`src/rtl/fetch_unit_pkg.sv`:
```
// Shared types and defaults for the instruction fetch stage.
package fetch_unit_pkg;

  localparam int FETCH_DEPTH = 2;
  localparam int FETCH_WIDTH = 16;

  // Fetch sequencer states; DRAIN waits out a request made stale by a jump.
  typedef enum logic [1:0] {
    FETCH_IDLE  = 2'd0,
    FETCH_WAIT  = 2'd1,
    FETCH_DRAIN = 2'd2
  } fetch_state_e;

endpackage

```
`src/rtl/fetch_unit_if.sv`:
```
// Fetch stage bus: pc control, ROM read handshake and CPU instruction port.
interface fetch_unit_if #(
  parameter int WIDTH = 16
);
  logic [WIDTH-1:0] pc_addr;
  logic             pc_inc;
  logic             pc_load;
  logic [WIDTH-1:0] pc_in;
  logic             rom_req;
  logic [WIDTH-1:0] rom_addr;
  logic             rom_ack;
  logic [WIDTH-1:0] rom_data;
  logic [WIDTH-1:0] instr;
  logic             instr_valid;
  logic             instr_ready;
  logic             jump;
  logic [WIDTH-1:0] jump_addr;

  // fetch_unit side
  modport master (
    input  pc_addr, rom_ack, rom_data, instr_ready, jump, jump_addr,
    output pc_inc, pc_load, pc_in, rom_req, rom_addr, instr, instr_valid
  );

  // pc / ROM / CPU side
  modport slave (
    output pc_addr, rom_ack, rom_data, instr_ready, jump, jump_addr,
    input  pc_inc, pc_load, pc_in, rom_req, rom_addr, instr, instr_valid
  );
endinterface

```
`src/rtl/fetch_unit_queue.sv`:
```
// Prefetch queue: DEPTH x WIDTH synchronous FIFO with flush.
// Head reads as zero while empty so the CPU port never shows stale data.
module fetch_unit_queue #(
  parameter int DEPTH = 2,
  parameter int WIDTH = 16
) (
  input  logic                           clk,
  input  logic                           reset,
  input  logic                           push,
  input  logic [WIDTH-1:0]               din,
  input  logic                           pop,
  input  logic                           flush,
  output logic [WIDTH-1:0]               dout,
  output logic [$clog2(DEPTH+1)-1:0]     count
);
  localparam int CW = $clog2(DEPTH+1);
  localparam int PW = (DEPTH > 1) ? $clog2(DEPTH) : 1;
  localparam logic [CW-1:0] FULL = CW'(DEPTH);
  localparam logic [PW-1:0] LAST = PW'(DEPTH-1);

  logic [WIDTH-1:0] mem [DEPTH];
  logic [PW-1:0]    wr_ptr, rd_ptr;
  logic             do_push, do_pop;

  function automatic logic [PW-1:0] bump(input logic [PW-1:0] p);
    return (p == LAST) ? '0 : p + 1'b1;
  endfunction

  // A push into a full queue is accepted only when the head leaves the same cycle.
  assign do_push = push & ~flush & ((count != FULL) | pop);
  assign do_pop  = pop & ~flush & (count != '0);
  assign dout    = (count == '0) ? '0 : mem[rd_ptr];

  // Storage write; contents need no reset since count gates visibility.
  always_ff @(posedge clk) begin
    if (do_push) mem[wr_ptr] <= din;
  end

  // Pointer and occupancy bookkeeping; flush empties the queue outright.
  always_ff @(posedge clk) begin
    if (reset || flush) begin
      wr_ptr <= '0;
      rd_ptr <= '0;
      count  <= '0;
    end else begin
      if (do_push) wr_ptr <= bump(wr_ptr);
      if (do_pop)  rd_ptr <= bump(rd_ptr);
      count <= count + CW'(do_push) - CW'(do_pop);
    end
  end

endmodule

```
`src/rtl/fetch_unit.sv`:
```
// Instruction fetch stage: issues ROM reads at the pc address, queues the
// returned words for the CPU and steers the pc (advance on fill, load on jump).
module fetch_unit
  import fetch_unit_pkg::*;
#(
  parameter int DEPTH = FETCH_DEPTH,
  parameter int WIDTH = FETCH_WIDTH
) (
  input  logic         clk,
  input  logic         reset,
  fetch_unit_if.master bus
);
  localparam int CW = $clog2(DEPTH+1);
  localparam logic [CW-1:0] FULL = CW'(DEPTH);

  fetch_state_e     state, state_nxt;
  logic [WIDTH-1:0] addr_q;
  logic [CW-1:0]    count;
  logic             issue, ack, push, pop;

  assign pop             = bus.instr_valid & bus.instr_ready;
  assign bus.instr_valid = (count != '0);

  // Mealy handshake: request, completion and pc control all settle in the
  // same cycle so a zero-wait ROM sustains one instruction per cycle.
  always_comb begin
    issue        = 1'b0;
    ack          = 1'b0;
    push         = 1'b0;
    state_nxt    = state;
    bus.rom_req  = 1'b0;
    bus.rom_addr = addr_q;
    bus.pc_inc   = 1'b0;
    bus.pc_load  = 1'b0;
    bus.pc_in    = bus.jump_addr;
    if (!reset) begin
      case (state)
        FETCH_IDLE: begin
          // A jump cycle never issues: the pc still holds the old stream.
          if ((count != FULL) && !bus.jump) begin
            issue        = 1'b1;
            bus.rom_req  = 1'b1;
            bus.rom_addr = bus.pc_addr;
          end
        end
        FETCH_WAIT, FETCH_DRAIN: bus.rom_req = 1'b1;
        default: ;
      endcase
      ack         = bus.rom_req & bus.rom_ack;
      push        = ack & (state != FETCH_DRAIN) & ~bus.jump;
      bus.pc_inc  = push;
      bus.pc_load = bus.jump;
      case (state)
        FETCH_IDLE:  if (issue && !ack) state_nxt = FETCH_WAIT;
        FETCH_WAIT:  if (ack) state_nxt = FETCH_IDLE;
                     else if (bus.jump) state_nxt = FETCH_DRAIN;
        FETCH_DRAIN: if (ack) state_nxt = FETCH_IDLE;
        default:     state_nxt = FETCH_IDLE;
      endcase
    end
  end

  // Sequencer state and the address held stable for an outstanding request.
  always_ff @(posedge clk) begin
    if (reset) begin
      state  <= FETCH_IDLE;
      addr_q <= '0;
    end else begin
      state <= state_nxt;
      if (issue) addr_q <= bus.pc_addr;
    end
  end

  fetch_unit_queue #(
    .DEPTH (DEPTH),
    .WIDTH (WIDTH)
  ) u_queue (
    .clk   (clk),
    .reset (reset),
    .push  (push),
    .din   (bus.rom_data),
    .pop   (pop),
    .flush (bus.jump),
    .dout  (bus.instr),
    .count (count)
  );

endmodule

```
`src/flat_wrapper.sv`:
```
// flat-port wrapper written by rule: the top's interface ports become plain ports
module fetch_unit_flat import fetch_unit_pkg::*;
#(
  parameter int DEPTH = FETCH_DEPTH,
  parameter int WIDTH = FETCH_WIDTH
)
  (clk, reset, bus_pc_addr, bus_rom_ack, bus_rom_data, bus_instr_ready, bus_jump, bus_jump_addr, bus_pc_inc, bus_pc_load, bus_pc_in, bus_rom_req, bus_rom_addr, bus_instr, bus_instr_valid);
  fetch_unit_if #(.WIDTH(WIDTH)) bus_i ();
  input  logic clk;
  input  logic reset;
  input wire logic [$bits(bus_i.pc_addr)-1:0] bus_pc_addr;
  input wire logic [$bits(bus_i.rom_ack)-1:0] bus_rom_ack;
  input wire logic [$bits(bus_i.rom_data)-1:0] bus_rom_data;
  input wire logic [$bits(bus_i.instr_ready)-1:0] bus_instr_ready;
  input wire logic [$bits(bus_i.jump)-1:0] bus_jump;
  input wire logic [$bits(bus_i.jump_addr)-1:0] bus_jump_addr;
  output wire logic [$bits(bus_i.pc_inc)-1:0] bus_pc_inc;
  output wire logic [$bits(bus_i.pc_load)-1:0] bus_pc_load;
  output wire logic [$bits(bus_i.pc_in)-1:0] bus_pc_in;
  output wire logic [$bits(bus_i.rom_req)-1:0] bus_rom_req;
  output wire logic [$bits(bus_i.rom_addr)-1:0] bus_rom_addr;
  output wire logic [$bits(bus_i.instr)-1:0] bus_instr;
  output wire logic [$bits(bus_i.instr_valid)-1:0] bus_instr_valid;
  assign bus_i.pc_addr = bus_pc_addr;
  assign bus_i.rom_ack = bus_rom_ack;
  assign bus_i.rom_data = bus_rom_data;
  assign bus_i.instr_ready = bus_instr_ready;
  assign bus_i.jump = bus_jump;
  assign bus_i.jump_addr = bus_jump_addr;
  assign bus_pc_inc = bus_i.pc_inc;
  assign bus_pc_load = bus_i.pc_load;
  assign bus_pc_in = bus_i.pc_in;
  assign bus_rom_req = bus_i.rom_req;
  assign bus_rom_addr = bus_i.rom_addr;
  assign bus_instr = bus_i.instr;
  assign bus_instr_valid = bus_i.instr_valid;
  fetch_unit #(.DEPTH(DEPTH), .WIDTH(WIDTH)) u_core (.clk(clk), .reset(reset), .bus(bus_i));
endmodule
```
`config.mk`:
```
export PLATFORM = sky130hd
export DESIGN_NAME = fetch_unit_flat
export DESIGN_NICKNAME = d
export VERILOG_FILES = /design/src/rtl/fetch_unit_pkg.sv /design/src/rtl/fetch_unit_if.sv /design/src/rtl/fetch_unit_queue.sv /design/src/rtl/fetch_unit.sv /design/src/flat_wrapper.sv
export SDC_FILE = /design/constraint.sdc
export NUM_CORES = 1
export LEC_CHECK = 0
export CAP_MARGIN = 20
export CORE_ASPECT_RATIO = 0.5
export CORE_MARGIN = 1.5
export CORE_UTILIZATION = 47
export CTS_CLUSTER_SIZE = 8
export DETAILED_ROUTE_END_ITERATION = 7
export GPL_TIMING_DRIVEN = 0
export PLACE_DENSITY = 0.92
export SLEW_MARGIN = 10
export SYNTH_ARGS = -nofsm -noshare
export SYNTH_HDL_FRONTEND = slang
export SYNTH_SLANG_ARGS = --single-unit
export TNS_END_PERCENT = 100
```
`constraint.sdc`:
```
create_clock -name clk -period 5.9 [get_ports clk]
set_input_delay 1.18 -clock clk [delete_from_list [all_inputs] [get_ports clk]]
set_output_delay 1.18 -clock clk [all_outputs]
set_load 0.005 [all_outputs]
```
==> results.md <==
- Final period util: 68.6%
- H-Tree Depth: 2
- RSZ-0062 raised after global routing: no
- # rows: 19
- Crit path max fanout: 6
- YS warnings: 0
- DRC: 0
- Cells after synthesis: 230
- Maximum vdd ir drop: 0.152 mV
- Gr ovfl total: 0
- Nets: 384
- Critical Path Source Type: primary input
- Post-DP HPWL: 4.29 mm
- Crit Path Class: primary input to output port
- Rel. slew slack: 48.4%
- Syn Area/Cell: 11.6 um2
- Initial antenna violation count: 0
- Buf+Inv Stages, Crit Path: 2
- Top delay family on crit path: buffers and inverters
- RD Place Congestion: 0.842
- Commonest non-fill, non-tap cell in the layout: clkdlybuf4s50_1
- Simple-gate share of the synthesized area: 15.0%
- Post-route ant nets: 0
- XOR/XNOR Fraction of Synth Area: 0.986%
- Starting DRC count in detailed routing: 94
- Layout Skew: 4.41 ps
- Port bufs: 86
- Wirelength per Cell: 16.1 um
- Vias in the first global route: 2,125
- Slowest cell on the critical path: clkdlybuf4s50_1
- Die Width: 109 um
- Top cell by count, worst path: clkdlybuf4s50_1
- Post-Syn Area: 0.00266 mm2
- Area of placed instances: 0.00364 mm2
- Critical Path, Cell by Cell: clkdlybuf4s50_1 > nand2b_1 > nor4b_1 > clkdlybuf4s50_1
- #FFs+latches synth: 55
- Crit. End Element: output port
- Tightest Pin Transition: 775 ps
- Post-route cell area: 0.00380 mm2
- Worst Hold Class: flip-flop to flip-flop
- Post-CTS sizing: 0
- Share of cells above drive strength 1: 16.9%
- Final Util: 69.6%
- Most frequent cells in the layout: clkdlybuf4s50_1, nand2_1, edfxtp_1
- Critical Path Max Stage Delay: 580 ps
- Register area share after synthesis: 53.4%
- Post-layout min period: 4050 ps
- IO Pins: 105
- Status: complete, no violations
- Mux contribution to synthesized area: 14.6%
- Synthesis-to-layout area growth: 42.8%
- CTS tree: yes
- Fmax: 247 MHz
- Leakage: 1.42 nW
- Max capacitance violation total: 0
- Core region area: 0.00547 mm2
- # setup viols final: 0
- CTS buffer count: 5
- Via density per instance: 5.22
- Clock Tree Root: clkbuf_16
- Global-route wire length before repair: 10.1 mm
- Synth Area in Compound Gates: 4.56%
- Largest net degree at the start of global routing: 18
- CTS Hold Bufs: 0
- TritonRoute pass-1 iters: 4
- Non-Filler Instances: 398
- Clock-pin slew on the worst setup and hold paths: 70 ps
- Largest family of logic cells by synthesized area: simple AND/OR/NAND/NOR gates
- Die Y: 56.2 um
- Total global-route track usage: 21.7%
- Hold Fails Final Rpt: 0
- Via count: 2,077
- Starting Density: 48.7%
- Ant diodes: 0
- Bufs on Longest Clock Path: 2
- Post-Synth Adder-Cell Area: 3.29%
- Skew-Pair Late Insertion Delay: 290 ps
- Post-CTS Setup Bufs: 0
- Clock Sinks: 55
- P per Cell Area: 286 mW/mm2
- DRT Wirelength: 6.43 mm
- Worst EP required: 4720 ps
- Die area: 0.00616 mm2
- Worst EP arrival: 2870 ps
- Syn nets: 290
- Sum of negative setup slack: 0 ps
- Synth unique cells: 38
- Placed cells: 390
- Slew Limit Fails: 0
-- cell type report --
cell class,count,area [um2]
Tap cell,73,91.3
Clock inverter,2,38.8
Clock buffer,6,129
Timing Repair Buffer,87,872
Inverter,4,15.0
Multi-Input combinational cell,144,1030
Fill cell,357,1660
Buffer,27,205
Sequential cell,55,1420
-- registers in the layout, indices dropped and copies added, names as in the netlist, named ones only --
name and cells:
u_core.u_queue.rd_ptr 1, u_core.addr_q 16, u_core.state 2, u_core.u_queue.wr_ptr 1, u_core.u_queue.count 2, u_core.u_queue.mem 32
-- worst register-to-register path: cells and delay by family (launching register included) --
| family | cells | cell delay, ps |
|---|---|---|
| XOR/XNOR | 2 | 320 |
| AND/OR/NAND/NOR | 4 | 520 |
| AO/OA/AOI/OAI | 1 | 470 |
| flip-flops | 1 | 380 |
| buffers and inverters | 2 | 170 |
| adder cells (fa/ha/maj) | 3 | 630 |
-- logic make-up after synthesis --
logic type	after synthesis
adders and majority gates	7
xor gates and xnor gates	3
and+or+nand+nor	79
DFF	55
muxes	33
buffers and inverters	31
AOI/OAI and AO/OA	22
-- stage by stage --
stage	setup WS, ps	hold WS [ps]	total power [W]
6_report	1850	460	0.00109
5_1_grt	1790	474	0.00113
4_1_cts	1830	460	0.00109
3_5_place_dp	2000	450	0.000749
3_3_place_gp	2070	440	0.000731
2_1_floorplan	2590	434	0.000621
-- cells in the mapped netlist --
cell type  instances  area (um2)
a21oi_1           17        85.1
a31oi_1            1        6.26
and2_1             2        12.5
and3_1             1        6.26
buf_1              1        3.75
buf_12             1        20.0
buf_2              4        20.0
buf_4             18         135
buf_6              2        22.5
clkbuf_1           1        3.75
dfxtp_1           23         460
edfxtp_1          32         961
ha_1               7        87.6
inv_1              4        15.0
mux2_2             6        67.6
mux2_4            10         150
mux2i_1           17         170
nand2_1           34         128
nand2_4            1        11.3
nand2b_1           4        25.0
nand2b_2           1        8.76
nand3b_1           1        7.51
nor2_1            21        78.8
nor2_8             1        20.0
nor2b_1            2        12.5
nor2b_4            1        13.8
nor3_1             5        25.0
nor3b_1            1        7.51
nor4_1             1        6.26
nor4_2             1        12.5
nor4b_1            1        8.76
nor4b_2            1        15.0
o21ai_0            1        5.00
o21bai_1           1        7.51
o2bb2ai_1          1        8.76
o32ai_1            1        8.76
xnor2_1            1        8.76
xor2_1             2        17.5
-- path summary, 6_finish.rpt --
path / startpoint / endpoint / slack [ps] / cells after the start
max: bus_rom_ack / bus_pc_inc / 1850 / 4
min: u_core.addr_q[1]$_SDFFE_PP0P_ / u_core.addr_q[1]$_SDFFE_PP0P_ / 460 / 2
max reg2reg: u_core.state[0]$_SDFFE_PP0P_ / u_core.u_queue.count[1]$_SDFF_PP0_ / 3290 / 12
min reg2reg: u_core.addr_q[1]$_SDFFE_PP0P_ / u_core.addr_q[1]$_SDFFE_PP0P_ / 460 / 2
-- power by group --
| group | switching [W] | internal [W] | total (W) |
|---|---|---|---|
| Combinational | 0.000127 | 0.000169 | 0.000296 |
| Sequential | 0.0000158 | 0.000436 | 0.000452 |
| Clock | 0.000137 | 0.000202 | 0.000339 |
| Total | 0.000280 | 0.000807 | 0.00109 |
-- per-layer routing --
layer | part of all wire (%) | up-vias | global-route usage [%] | routed length (um)
li1 | - | 966 | - | -
met1 | 38 | 1001 | 24.0 | 2430
met2 | 54 | 98 | 41.5 | 3440
met3 | 6.7 | 12 | 4.10 | 432
met4 | 1.9 | 0 | 7.42 | 121
met5 | 0 | - | 0 | 0
Power figures use the tool's default switching activity.
